===== config.mk =====
export PLATFORM = sky130hd
export DESIGN_NAME = imem_loader
export DESIGN_NICKNAME = d
export VERILOG_FILES = /design/src/rtl/imem_loader.sv
export SDC_FILE = /design/constraint.sdc
export NUM_CORES = 1
export LEC_CHECK = 0
export ABC_AREA = 1
export BUFFER_PORTS_ARGS = -buffer_cell sky130_fd_sc_hd__buf_2
export CORE_ASPECT_RATIO = 0.6
export CORE_MARGIN = 3
export CORE_UTILIZATION = 54
export DETAILED_ROUTE_END_ITERATION = 8
export MAX_ROUTING_LAYER = met4
export PLACE_DENSITY = 0.8
export RECOVER_POWER = 100
export SKIP_CTS_REPAIR_TIMING = 1
export SLEW_MARGIN = 10
export SYNTH_ARGS = -nofsm -noshare
export SYNTH_HDL_FRONTEND = slang
export SYNTH_SLANG_ARGS = --single-unit
export TNS_END_PERCENT = 10

===== constraint.sdc =====
create_clock -name I_clk -period 2.2 [get_ports I_clk]
set_input_delay 0.22 -clock I_clk [delete_from_list [all_inputs] [get_ports I_clk]]
set_output_delay 0.22 -clock I_clk [all_outputs]
set_load 0.03 [all_outputs]

===== src/rtl/imem_loader.sv =====
// Boot-time instruction memory loader: parses MAGIC/LEN/payload frames, writes payload bytes and
// releases the CPU reset once a complete image is in memory. Define IMEM_LOADER_CHECKSUM_EN for a trailing CSUM byte.
module imem_loader #(
    parameter logic [31:0] BASE_ADDR = 32'h0000_0000,
    parameter int unsigned MEM_BYTES = 1024,
    parameter logic [7:0]  MAGIC     = 8'hA5
) (
    input  logic        I_clk,
    input  logic        I_rst_n,
    input  logic [7:0]  I_rx_data,
    input  logic        I_rx_valid,
    output logic        O_rx_ready,
    output logic        O_mem_we,
    output logic [31:0] O_mem_addr,
    output logic [7:0]  O_mem_wdata,
    output logic        O_cpu_rst_n,
    output logic        O_done,
    output logic        O_error
);
    localparam int unsigned LEN_W  = 32;
    localparam int unsigned BYTE_W = 8;
    localparam logic [LEN_W-1:0] MEM_LIMIT = LEN_W'(MEM_BYTES);

    typedef enum logic [2:0] {
        ST_IDLE  = 3'd0,
        ST_LEN   = 3'd1,
        ST_DATA  = 3'd2,
        ST_DONE  = 3'd3,
        ST_ERROR = 3'd4
`ifdef IMEM_LOADER_CHECKSUM_EN
        , ST_CSUM = 3'd5
`endif
    } state_t;

    // State entered once the payload is exhausted.
`ifdef IMEM_LOADER_CHECKSUM_EN
    localparam state_t ST_TAIL = ST_CSUM;
`else
    localparam state_t ST_TAIL = ST_DONE;
`endif

    state_t              state_q;
    state_t              state_nxt;
    logic [LEN_W-1:0]    len_q;
    logic [LEN_W-1:0]    len_nxt;
    logic [1:0]          len_cnt_q;
    logic [1:0]          len_cnt_nxt;
    logic [LEN_W-1:0]    idx_q;
    logic [LEN_W-1:0]    idx_nxt;
`ifdef IMEM_LOADER_CHECKSUM_EN
    logic [BYTE_W-1:0]   csum_q;
    logic [BYTE_W-1:0]   csum_nxt;
`endif
    logic                we_nxt;
    logic [LEN_W-1:0]    addr_nxt;
    logic [BYTE_W-1:0]   wdata_nxt;
    logic                done_nxt;
    logic                error_nxt;
    logic                cpu_rst_n_nxt;

    logic                accept;
    logic                is_magic;
    logic [LEN_W-1:0]    len_full;
    logic [LEN_W-1:0]    len_last;

    assign accept   = I_rx_valid && O_rx_ready;
    assign is_magic = (I_rx_data == MAGIC);
    // Length as it stands once the current byte is taken as the MSB.
    assign len_full = {I_rx_data, len_q[23:0]};
    assign len_last = len_q - LEN_W'(1);

    // State and all registered outputs
    always_ff @(posedge I_clk) begin
        if (!I_rst_n) begin
            state_q     <= ST_IDLE;
            len_q       <= '0;
            len_cnt_q   <= '0;
            idx_q       <= '0;
`ifdef IMEM_LOADER_CHECKSUM_EN
            csum_q      <= '0;
`endif
            O_rx_ready  <= 1'b0;
            O_mem_we    <= 1'b0;
            O_mem_addr  <= '0;
            O_mem_wdata <= '0;
            O_cpu_rst_n <= 1'b0;
            O_done      <= 1'b0;
            O_error     <= 1'b0;
        end else begin
            state_q     <= state_nxt;
            len_q       <= len_nxt;
            len_cnt_q   <= len_cnt_nxt;
            idx_q       <= idx_nxt;
`ifdef IMEM_LOADER_CHECKSUM_EN
            csum_q      <= csum_nxt;
`endif
            O_rx_ready  <= 1'b1;
            O_mem_we    <= we_nxt;
            O_mem_addr  <= addr_nxt;
            O_mem_wdata <= wdata_nxt;
            O_cpu_rst_n <= cpu_rst_n_nxt;
            O_done      <= done_nxt;
            O_error     <= error_nxt;
        end
    end

    // Next-state decode
    always_comb begin
        state_nxt = state_q;
        if (accept) begin
            case (state_q)
                ST_IDLE, ST_DONE, ST_ERROR: begin
                    if (is_magic) state_nxt = ST_LEN;
                end
                ST_LEN: begin
                    if (len_cnt_q == 2'd3) begin
                        if (len_full > MEM_LIMIT)    state_nxt = ST_ERROR;
                        else if (len_full == '0)     state_nxt = ST_TAIL;
                        else                         state_nxt = ST_DATA;
                    end
                end
                ST_DATA: begin
                    if (idx_q == len_last) state_nxt = ST_TAIL;
                end
`ifdef IMEM_LOADER_CHECKSUM_EN
                ST_CSUM: begin
                    state_nxt = (BYTE_W'(csum_q + I_rx_data) == '0) ? ST_DONE : ST_ERROR;
                end
`endif
                default: state_nxt = ST_IDLE;
            endcase
        end
    end

    // Datapath and output next values
    always_comb begin
        len_nxt     = len_q;
        len_cnt_nxt = len_cnt_q;
        idx_nxt     = idx_q;
`ifdef IMEM_LOADER_CHECKSUM_EN
        csum_nxt    = csum_q;
`endif
        we_nxt      = 1'b0;
        addr_nxt    = O_mem_addr;
        wdata_nxt   = O_mem_wdata;
        if (accept) begin
            case (state_q)
                ST_IDLE, ST_DONE, ST_ERROR: begin
                    if (is_magic) begin
                        len_nxt     = '0;
                        len_cnt_nxt = '0;
                        idx_nxt     = '0;
`ifdef IMEM_LOADER_CHECKSUM_EN
                        csum_nxt    = '0;
`endif
                    end
                end
                ST_LEN: begin
                    len_nxt[{len_cnt_q, 3'b000} +: BYTE_W] = I_rx_data;
                    len_cnt_nxt = len_cnt_q + 2'd1;
                end
                ST_DATA: begin
                    we_nxt    = 1'b1;
                    addr_nxt  = BASE_ADDR + idx_q;
                    wdata_nxt = I_rx_data;
                    idx_nxt   = idx_q + LEN_W'(1);
`ifdef IMEM_LOADER_CHECKSUM_EN
                    csum_nxt  = csum_q + I_rx_data;
`endif
                end
                default: ;
            endcase
        end
        done_nxt      = (state_nxt == ST_DONE);
        cpu_rst_n_nxt = (state_nxt == ST_DONE);
        error_nxt     = (state_nxt == ST_ERROR);
    end
endmodule


== Word level (Yosys, flattened, before mapping) ==
Cells that the tools add are included.

* Bits in registers: 113
* Word-level logic and storage cells: 52

* Add/subtract/negate cells: 4
* Magnitude comparators: 1
* Equal/unequal tests: 10
* Shift-type cells: 2
* Mux-type cells: 15
* Reductions and logical operators: 10

{| class="wikitable"
|+ Operators with widths
! kind !! count
|-
| $pmux 32 s2 || 2
|-
| $add 32x1->32 const B || 1
|-
| $bwmux 32 || 1
|-
| $eq 32x32->1 || 1
|-
| $gt 32x11->1 const B || 1
|-
| $logic_not 32->1 || 1
|-
| $mux 32 || 1
|-
| $shift 8x7->32 const A || 1
|-
| $shiftx 8x7->32 || 1
|-
| $sub 32x1->32 const B || 1
|-
| $mux 3 || 5
|-
| $eq 3x2->1 const B || 3
|-
| $pmux 3 s3 || 1
|-
| $eq 8x8->1 const B || 1
|-
| $neg 5->7 || 1
|-
| $eq 3x3->1 const B || 2
|-
| $reduce_and 3->1 || 2
|-
| $pmux 2 s2 || 1
|-
| $reduce_and 2->1 || 2
|-
| $reduce_bool 2->1 || 2
|-
| $eq 3x1->1 const B || 1
|-
| $logic_not 3->1 || 1
|-
| $mux 1 || 3
|-
| $reduce_or 3->1 || 1
|-
| other kinds (5) || 5
|}

== Logic depth before layout (Yosys ltp) ==
Gate-level depths: netlist of the first run.

* Depth after elaboration: 7
* Depth in mapped cells: 17
* Depth with buffers taken out: 17

== Least setup slack after synthesis of the first run ==
No wires, ideal clock.

* Path type: reg2reg
* Start point: register len_cnt_q[0]
* End point: register len_q[29]
* Arrival: 1.918 ns
* Required time: 2.130 ns
* Setup slack: 0.213 ns
* Stages on the path, launching flop included: 9
* Path buffers: 1
* Cells stage by stage: dfxtp_1 > clkbuf_1 > inv_1 > ha_1 > nor3_1 > inv_1 > nor3_1 > o21ai_0 > a21oi_1

* Longest elaborated chain between the ends: 4
* Elaborated cells between the ends (all ways): 5
* Those cells by class: 1 x add/sub; 2 x shift; 2 x mux

{| class="wikitable"
|+ Ends and longest elaborated chain
! what !! RTL line !! source
|-
| start, declared || 46 || <nowiki>logic [1:0] len_cnt_q;</nowiki>
|-
| start signal, assigned || 92 || <nowiki>len_cnt_q <= len_cnt_nxt;</nowiki>
|-
| $neg 5->7 * || 159 || <nowiki>len_nxt[{len_cnt_q, 3'b000} +: BYTE_W] = I_rx_data;</nowiki>
|-
| $shiftx 8x7->32 or $shift 8x7->32 (tied branches) || 159 ||
|-
| $bwmux 32 * || 159 ||
|-
| $pmux 32 s2 * || 147 || <nowiki>case (state_q)</nowiki>
|-
| end signal, assigned || 91 || <nowiki>len_q <= len_nxt;</nowiki>
|-
| end, declared || 44 || <nowiki>logic [LEN_W-1:0] len_q;</nowiki>
|}

Every way passes the cells marked *; elsewhere a longest branch is shown, timed or not.
A chain may end at the register's enable or synchronous reset.

== Worst setup path in the final report of the first run ==
* Start point: register len_q[1]
* End point: register O_error

* Longest elaborated chain between the ends: 7
* Elaborated cells between the ends (all ways): 11
* Those cells by class: 1 x add/sub; 1 x order compare; 2 x eq/ne; 6 x mux; 1 x reduce/logical

{| class="wikitable"
|+ Ends and longest elaborated chain
! what !! RTL line !! source
|-
| parallel branches: the longest is 4 deep, another holds $sub 32x1->32 || -- ||
|-
| $pmux 3 s3 * || 111 || <nowiki>case (state_q)</nowiki>
|-
| $mux 3 * || 110 || <nowiki>if (accept) begin</nowiki>
|-
| $eq 3x3->1 * || 176 || <nowiki>error_nxt = (state_nxt == ST_ERROR);</nowiki>
|-
| end signal, assigned || 103 || <nowiki>O_error <= error_nxt;</nowiki>
|-
| end, declared || 18 || <nowiki>output logic O_error</nowiki>
|}

Every way passes the cells marked *.

==> impl_results.md, run 1 <==
* Post-Route Hold Slack at 125 ps
* Most used cell, CP: nand2_1
* Drt wl/cell at 17.5 µm
* Storage cell area at 2270 µm²
* Number of antenna violations at the first check in global routing at 0
* Leakage power at 3.32 nW
* Initial core utilization at 56.0%
* Post-DP HPWL at 14700 µm
* Most used routing layer: met1
* TritonCTS Buffers at 17
* Final setup viols at 0
* Crit path depth at 15
* Crit start category: flip-flop
* Final core occ at 66.8%
* Synthesized cell area at 6410 µm²
* Yosys reg bits at 113
* Residual DRC at 0
* Full die area at 13300 µm²
* Top_reg_cell synth: dfxtp_1
* Crit-path max FO at 3
* Number of flops mapped to enable cells by yosys at 0
* Pin count of the biggest net entering global routing at 45
* Commonest cells after routing, fill and taps aside: nand2_1 (200), dfxtp_1 (110), nor2_1 (101)
* Fill cells at 978
* Number of global-route vias before repair at 5759
* Peak Freq at 475 MHz
* Row Count at 30
* Hold crit path type: input pin to flip-flop
* Aggregate negative setup slack at 0 ps
* Clock transition at path regs at 60 ps
* Synth cell types at 49
* Post-Synthesis Cells at 927
* Total power at 5.24 mW
* CTS H-tree depth at 4
* Crit path time final at 2100 ps
* Max-Cap Viols at 0
* Final Worst Setup Slack at 95.8 ps
* Synth warn at 0
* Longest Clk Path Bufs at 2
* Max-slew headroom at 54.9%
* Commonest non-fill, non-tap cell in the layout: nand2_1
* Reg-to-reg endpoint: O_error
* Iter 0 DRT Violations at 1016
* Post-synth ARST share at 0%
* Final hold violations at 0
* Worst r2r path cells at 15
* TritonCTS clock tree: done
* Syn-to-layout area delta at 19.3%
* Slowest cell on crit path: dfxtp_1
* Met2 usage at 38.9%
* Cell Chain, Critical Path: inv_1 -> ha_4 -> nand3_1 -> inv_2 -> nand2_1 -> nand3_1 -> nand2_1 -> nor2_1 -> nand2_1 -> nor2_2 -> nand3_1 -> nand2_1 -> nand2_1 -> nand2_1 -> nor2_1
* Total Nets Final at 1018
* Hold endpoint: len_q[21]
* Met3 GRT Util at 10.2%
* Drt via density at 5.70
* CP required at 2530 ps
* Tcrit/Tclk final at 95.6%
* R2r setup slk at 100 ps
* Layout Skew at 9.64 ps
* Final ANT Viol Nets at 0
* Pre-CTS setup slack at 111 ps
* Status: completed
* Multi-input gate area at 3680 µm²
* Worst path max stage delay at 330 ps
* Clock tree sinks at 113
* Hold path start: I_rx_data[5]
* Worst reg2reg startpoint: len_q[1]
* Max-slew violation count at 0
* Root buf cell: clkbuf_16
* Crit path kind: flip-flop to flip-flop
* Met1 Usage GRT at 46.6%
* Final WL at 20500 µm
* Pwr dens at 685 nW/µm²
* Sequential-to-total area share from yosys stat at 35.3%
* Crit-path leading delay family: simple AND/OR/NAND/NOR gates
* Number of port buffers at 55
* Die Ht at 90.4 µm
* # diodes at 0
* Gr ovfl total at 0
* WP data arrival at 2430 ps
* Total GRT Usage at 30.8%
* Via count at 6685
* Core Area at 11400 µm²
* Worst VDD drop at 0.000560 V
* Post-Syn Nets at 945
* Worst-skew pair later-pin latency at 430 ps
* RSZ-0062 raised after global routing: yes
* Layout cell share with drive strength beyond 1 at 14.9%
* Critical Path Sink Type: flip-flop
* First-pass DRT Iterations at 6
* Critical path buffer and inverter count at 2
* I/O Pins at 56
* First-pass GRT wire length at 31300 µm
* Routability cong. at 1.01
* DIE WIDTH at 147 µm
* Hold depth at 3
* Worst-Margin Slew at 677 ps
* Avg Cell Area, Syn at 6.92 µm²
## synthesized netlist by cell type, types with 3 or more instances
cell type  count  area (µm²)
o21bai_1       5        37.5
a22oi_1        3        22.5
buf_1          5        18.8
xor2_1        13         114
nand4_1       22         138
a211oi_2      11         138
a21oi_1       67         335
nor2_4         7        78.8
o21ai_2        3        26.3
a211oi_1       8        60.1
inv_2          6        22.5
xnor2_1       20         175
nand3_2        3        30.0
ha_1           7        87.6
o21ai_1        3        15.0
inv_1         99         372
nor2_2        11        68.8
nor3_1        15        75.1
buf_4          3        22.5
nand3b_1      13        97.6
clkbuf_1      18        67.6
buf_2          6        30.0
nand2_1      203         762
a221oi_1       3        26.3
nor4_1         4        25.0
a31oi_1       12        75.1
nand2_2        6        37.5
nor2_1       115         432
nand3_1       38         190
dfxtp_1      113        2260
o21ai_0       61         305
## report_power, final
part | switching (mW) | internal (mW)
combinational | 0.104 | 0.0373
clock | 1.12 | 1.93
sequential | 0.00174 | 2.05
## per-stage QoR
| stage | cells | cell area (µm²) |
|---|---|---|
| 2_1_floorplan | 927 | 6410 |
| 3_3_place_gp | 1137 | 6960 |
| 3_5_place_dp | 1137 | 6960 |
| 4_1_cts | 1169 | 7610 |
| 5_1_grt | 1173 | 7650 |
| 6_report | 1173 | 7650 |
## flip-flops by register name, summed over array words and instances, names as in the netlist
| signal | count |
|---|---|
| O_mem_addr | 32 |
| idx_q | 32 |
| len_q | 32 |
| O_mem_wdata | 8 |
| state_q | 3 |
| len_cnt_q | 2 |
| O_done | 1 |
| O_error | 1 |
| O_mem_we | 1 |
| O_rx_ready | 1 |
## worst register-to-register path, delay by kind of cell (launching register included)
kind | cells | cell delay (ps)
flops | 1 | 330
simple gates | 12 | 1230
buf+inv | 2 | 260
fa+ha+maj | 1 | 180
## metal layers
metal	part of all wire, %	up-vias	routed length (µm)
li1	-	3206	-
met1	47	2998	9570
met2	38	431	7780
met3	14	50	2800
met4	1.6	0	338
met5	0	-	0
## kinds of logic (layout without fill, tap and decap cells)
logic type,count (synthesis),after routing,share of synthesized area (%)
simple gates,447,448,32.6
xor+xnor,33,33,4.51
compound gates,186,186,17.4
fa+ha+maj,7,7,1.37
buf+inv,141,226,8.78
flops,113,113,35.3
## worst max path at each step
stage            startpoint        end  slack (ps)
2_1_floorplan  len_cnt_q[0]  len_q[29]         210
3_3_place_gp      len_q[15]    O_error          80
3_5_place_dp       len_q[0]    O_error         110
4_1_cts           len_q[12]     O_done          80
5_1_grt            idx_q[2]  idx_q[27]         -60
6_report           len_q[1]    O_error         100
## layout make-up
cell class,count,area share (%)
timing repair buffer,87,5.92
tap,160,2.62
clock buffer,17,5.56
clock inverter,15,2.88
multi-input combinational,674,48.1
inverter,107,5.25
sequential,113,29.6
(Power assumes the default switching activity.)
==> inputs of run 2 (changes only) <==
REMOVE_ABC_BUFFERS = 1   (was not set)
==> run 2 against run 1 <==
Core utilization down 0.59 points; via count decreased by 2.5%; sequential power hardly changed; combinational power about the same; largest cell class unchanged; highest routed layer unchanged; die area did not move; setup slack better by 4.6 ps; register-to-register slack barely moved; critical path depth down 2; clock skew shrank 3.0 ps.
==> impl_results.md, run 2 (synthesized netlist as in run 1, its figures left out) <==
* Non-filler cells, final at 1177 (+0.34%)
* Pre-CTS setup slack at 27.7 ps (-83.3 ps)
* Via count at 6520 (-2.5%)
* Clock tree sinks at 113 (unchanged)
* Initial core utilization at 56.0% (unchanged)
* Crit start category: flip-flop
* Number of global-route vias before repair at 5866 (+1.9%)
* Iter 0 DRT Violations at 733 (-28%)
* Routability cong. at 1.05 (+4.7%)
* Row Count at 30 (unchanged)
* Final ANT Viol Nets at 0 (unchanged)
* Max-Cap Viols at 0 (unchanged)
* Crit-path max FO at 3 (unchanged)
* Worst-Margin Slew at 639 ps (-38.3 ps)
* TritonCTS clock tree: done
* Worst VDD drop at 0.000574 V (+2.5%)
* Critical Path Sink Type: flip-flop
* Final hold violations at 0 (unchanged)
* Root buf cell: clkbuf_16
* Longest Clk Path Bufs at 2 (unchanged)
* Residual DRC at 0 (unchanged)
* Finished Cell Area at 7580 µm² (-0.88%)
* RSZ-0062 raised after global routing: yes
* Final Worst Setup Slack at 100 ps (+4.64 ps)
* CTS H-tree depth at 4 (unchanged)
* DIE WIDTH at 147 µm (unchanged)
* Hold crit path type: input pin to flip-flop
* Largest regs: O_mem_addr (32), idx_q (32), len_q (32)
* Post-DP HPWL at 13500 µm (-7.8%)
* Final setup viols at 0 (unchanged)
* TritonCTS Buffers at 17 (unchanged)
* Tcrit/Tclk final at 95.4% (-0.21 points)
* Drt via density at 5.54 (-2.8%)
* Worst r2r path cells at 13 (-2)
* Placed Instances at 1139 (+0.18%)
* Post-Route Hold Slack at 135 ps (+9.73 ps)
* Cell Area, Placed at 6960 µm² (about the same)
* Commonest cells after routing, fill and taps aside: nand2_1 (201), dfxtp_1 (112), nor2_1 (103)
* Pin count of the biggest net entering global routing at 61 (+36%)
* Final WL at 18800 µm (-8.2%)
* Full die area at 13300 µm² (unchanged)
* Drt wl/cell at 16.0 µm (-8.5%)
* Leakage power at 3.29 nW (-0.96%)
* First-pass GRT wire length at 30200 µm (-3.4%)
* Die Ht at 90.4 µm (unchanged)
* I/O Pins at 56 (unchanged)
* Layout Skew at 6.69 ps (-2.96 ps)
* Crit path time final at 2100 ps (-4.64 ps)
* Number of port buffers at 55 (unchanged)
* CP required at 2510 ps (-20 ps)
* Core Area at 11400 µm² (unchanged)
* Max-slew headroom at 57.4% (+2.6 points)
* Total GRT Usage at 28.9% (-1.9 points)
* Pwr dens at 653 nW/µm² (-4.6%)
* Hold depth at 3 (unchanged)
* Max-slew violation count at 0 (unchanged)
* Worst-skew pair later-pin latency at 410 ps (-20 ps)
* Clock transition at path regs at 50 ps (about the same)
* Layout cell share with drive strength beyond 1 at 14.4% (-0.55 points)
* First-pass DRT Iterations at 5 (-1)
* Number of antenna violations at the first check in global routing at 0 (unchanged)
* # diodes at 0 (unchanged)
* Syn-to-layout area delta at 18.2%
* Commonest non-fill, non-tap cell in the layout: nand2_1
* Peak Freq at 476 MHz (+0.22%)
* Status: completed
* Gr ovfl total at 0 (unchanged)
* Crit path kind: flip-flop to flip-flop
* Total Nets Final at 1023 (+0.49%)
* WP data arrival at 2410 ps (-20 ps)
run 2: worst max-delay path: stages, from the launching register on:
cell	delay (ps)
dfxtp_1	360
inv_1	110
ha_4	250
xnor2_1	140
nor3_1	270
nand3_1	140
nor2_1	140
nand2_1	110
nor2_1	110
nand3_1	120
nand2_1	80
nand2_1	70
nand2_1	70
nor2_1	40
run 2: routing by layer:
metal / routed length [µm] / vias up / share of wire (%) / track usage [%]
met5: 0 / - / 0 / -
met3: 2010 / 30 / 11 / 7.52
met1: 9000 / 2981 / 48 / 42.7
met2: 7460 / 301 / 40 / 38.7
met4: 348 / 0 / 1.8 / 7.82
li1: - / 3208 / - / -
run 2: report_power, final:
part           leakage, nW  internal [mW]  switching [mW]  total (mW)
clock                0.285           1.79           0.968        2.76
sequential           0.911           2.05         0.00156        2.05
combinational         2.10         0.0375           0.103       0.140
total                 3.29           3.88            1.07        4.95
run 2: stage by stage:
stage	util [%]	power (mW)	TNS, ps
after global routing	66.2	5.06	-96.6
final	66.2	4.95	0
after floorplan	-	2.16	-50310
after CTS	65.9	4.96	0
after detailed placement	60.8	2.23	0
after global placement	60.8	2.23	0
run 2: path summary, 6_finish.rpt:
kind / start / end / slack [ps]
worst min register to register: O_mem_addr[16] / O_mem_addr[16] / 480
worst min-delay path: I_rx_data[7] / len_q[23] / 130
worst max register to register: len_q[0] / O_error / 100
worst max-delay path: len_q[0] / O_error / 100
run 2: area by class of cell:
type | instances | area, µm²
inverter | 107 | 402
multi-input combinational | 674 | 3660
clock buffer | 20 | 447
fill | 1001 | 3870
sequential | 113 | 2260
timing repair buffer | 92 | 470
clock inverter | 11 | 139
tap | 160 | 200
==> inputs of run 3 (changes only) <==
SETUP_SLACK_MARGIN = 0.15   (was not set)
==> run 3 against run 2 <==
Cell count up 0.93%; clock power about the same; non-clock buffer count up 11; via count up 2.9%; total power up 0.28%; hold slack worse by 8.5 ps; register-to-register slack better by 40 ps; die area unchanged; critical path depth unchanged; clock-buffer cell count unchanged; largest power group unchanged.
==> impl_results.md, run 3 (synthesized netlist as in run 1, its figures left out) <==
* Status: completed
* Root buf cell: clkbuf_16
* Post-Route Hold Slack at 126 ps (-8.51 ps)
* Full die area at 13300 µm² (unchanged)
* Slowest cell on crit path: dfxtp_1
* Placed Instances at 1139 (unchanged)
* CTS H-tree depth at 4 (unchanged)
* Largest regs: O_mem_addr (32), idx_q (32), len_q (32)
* Core Area at 11400 µm² (unchanged)
* Critical Path Sink Type: flip-flop
* Crit-path max FO at 4 (+1)
* Drt wl/cell at 16.5 µm (+3.1%)
* Longest Clk Path Bufs at 2 (unchanged)
* Most used cell, CP: nor2_1
* Number of global-route vias before repair at 5866 (unchanged)
* Layout Skew at 6.26 ps (-0.421 ps)
* Worst-skew pair later-pin latency at 410 ps (about the same)
* CP required at 2510 ps (about the same)
* Crit path time final at 2060 ps (-37.1 ps)
* Row Count at 30 (unchanged)
* Met3 GRT Util at 7.52% (unchanged)
* Total GRT Usage at 28.9% (unchanged)
* Non-filler cells, final at 1188 (+0.93%)
* Die Ht at 90.4 µm (unchanged)
* Max-slew headroom at 41.0% (-16 points)
* Met2 usage at 38.7% (unchanged)
* Worst VDD drop at 0.000579 V (+0.99%)
* Post-DP HPWL at 13500 µm (unchanged)
* Worst path max stage delay at 360 ps (about the same)
* Total Nets Final at 1034 (+1.1%)
* TritonCTS Buffers at 17 (unchanged)
* Final setup viols at 0 (unchanged)
* Tcrit/Tclk final at 93.8% (-1.7 points)
* RSZ-0062 raised after global routing: yes
* First-pass DRT Iterations at 5 (unchanged)
* Clock tree sinks at 113 (unchanged)
* Crit path kind: flip-flop to flip-flop
* Via count at 6712 (+2.9%)
* Max-slew violation count at 0 (unchanged)
* Residual DRC at 0 (unchanged)
* Iter 0 DRT Violations at 788 (+7.5%)
* DIE WIDTH at 147 µm (unchanged)
* # diodes at 0 (unchanged)
* Pin count of the biggest net entering global routing at 61 (unchanged)
* TritonCTS clock tree: done
* Most used routing layer: met1
* Final ANT Viol Nets at 0 (unchanged)
* Total power at 4.97 mW (+0.28%)
* Number of port buffers at 55 (unchanged)
* WP data arrival at 2380 ps (-30 ps)
* Max-Cap Viols at 0 (unchanged)
* Aggregate negative setup slack at 0 ps (unchanged)
* Layout cell share with drive strength beyond 1 at 19.2% (+4.8 points)
* Peak Freq at 485 MHz (+1.8%)
* Drt via density at 5.65 (+2.0%)
* I/O Pins at 56 (unchanged)
* Final WL at 19600 µm (+4.0%)
* Pwr dens at 634 nW/µm² (-3.0%)
* Commonest cells after routing, fill and taps aside: nand2_1 (192), dfxtp_1 (103), inv_1 (95)
* Met1 Usage GRT at 42.7% (unchanged)
* Gr ovfl total at 0 (unchanged)
* Syn-to-layout area delta at 22.2%
* Crit start category: flip-flop
* Clock transition at path regs at 50 ps (about the same)
* Leakage power at 3.39 nW (+3.1%)
* First-pass GRT wire length at 30200 µm (unchanged)
* Number of antenna violations at the first check in global routing at 0 (unchanged)
* Hold crit path type: input pin to flip-flop
* Initial core utilization at 56.0% (unchanged)
* Worst-Margin Slew at 886 ps (+247 ps)
* Cell Chain, Critical Path: nor2_1 -> nand4_1 -> buf_4 -> nor2_1 -> nand2_1 -> nand2_1 -> nand3_1 -> nor2_1 -> nand3_2 -> nand2_2 -> nand2_2 -> nand2_1 -> nor2_1
* Commonest non-fill, non-tap cell in the layout: nand2_1
* Routability cong. at 1.05 (unchanged)
* Final hold violations at 0 (unchanged)
-- run 3: critical path: cells and delay by family (launching register included) --
kind | cells | cell delay [ps]
buf+inv | 1 | 260
simple gates | 12 | 1340
flops | 1 | 360
-- run 3: worst paths after layout --
| kind | startpoint | to | slack, ps | cells after the start |
|---|---|---|---|---|
| worst max-delay path | len_q[20] | O_error | 140 | 13 |
| worst min-delay path | I_rx_data[7] | len_q[23] | 130 | 3 |
| worst max register to register | len_q[20] | O_error | 140 | 13 |
| worst min register to register | O_mem_addr[16] | O_mem_addr[16] | 480 | 2 |
-- run 3: through the flow --
step	setup slack [ps]	area, µm²	utilization, %
final	137	7830	68.4
after global routing	38.4	7830	68.4
after CTS	18.3	7550	65.9
after detailed placement	27.7	6960	60.8
after global placement	55.6	6960	60.8
after floorplan	-1230	6250	-
-- run 3: layout make-up --
cell class                 instances  area, µm²
inverter                         107        402
timing repair buffer             103        561
clock buffer                      20        447
multi-input combinational        674       3810
fill                             942       3610
sequential                       113       2270
tap                              160        200
clock inverter                    11        139
-- run 3: power by group --
part | total (mW) | switching (mW) | internal, mW | leakage, nW
clock network | 2.77 | 0.977 | 1.79 | 0.285
logic | 0.146 | 0.106 | 0.0396 | 2.19
registers | 2.05 | 0.00179 | 2.05 | 0.915
total | 4.97 | 1.08 | 3.88 | 3.39
-- run 3: per-layer routing --
metal / part of all wire, % / vias up
met5: 0 / -
met4: 2.0 / 0
met3: 12 / 33
met2: 41 / 379
met1: 46 / 3050
li1: - / 3250
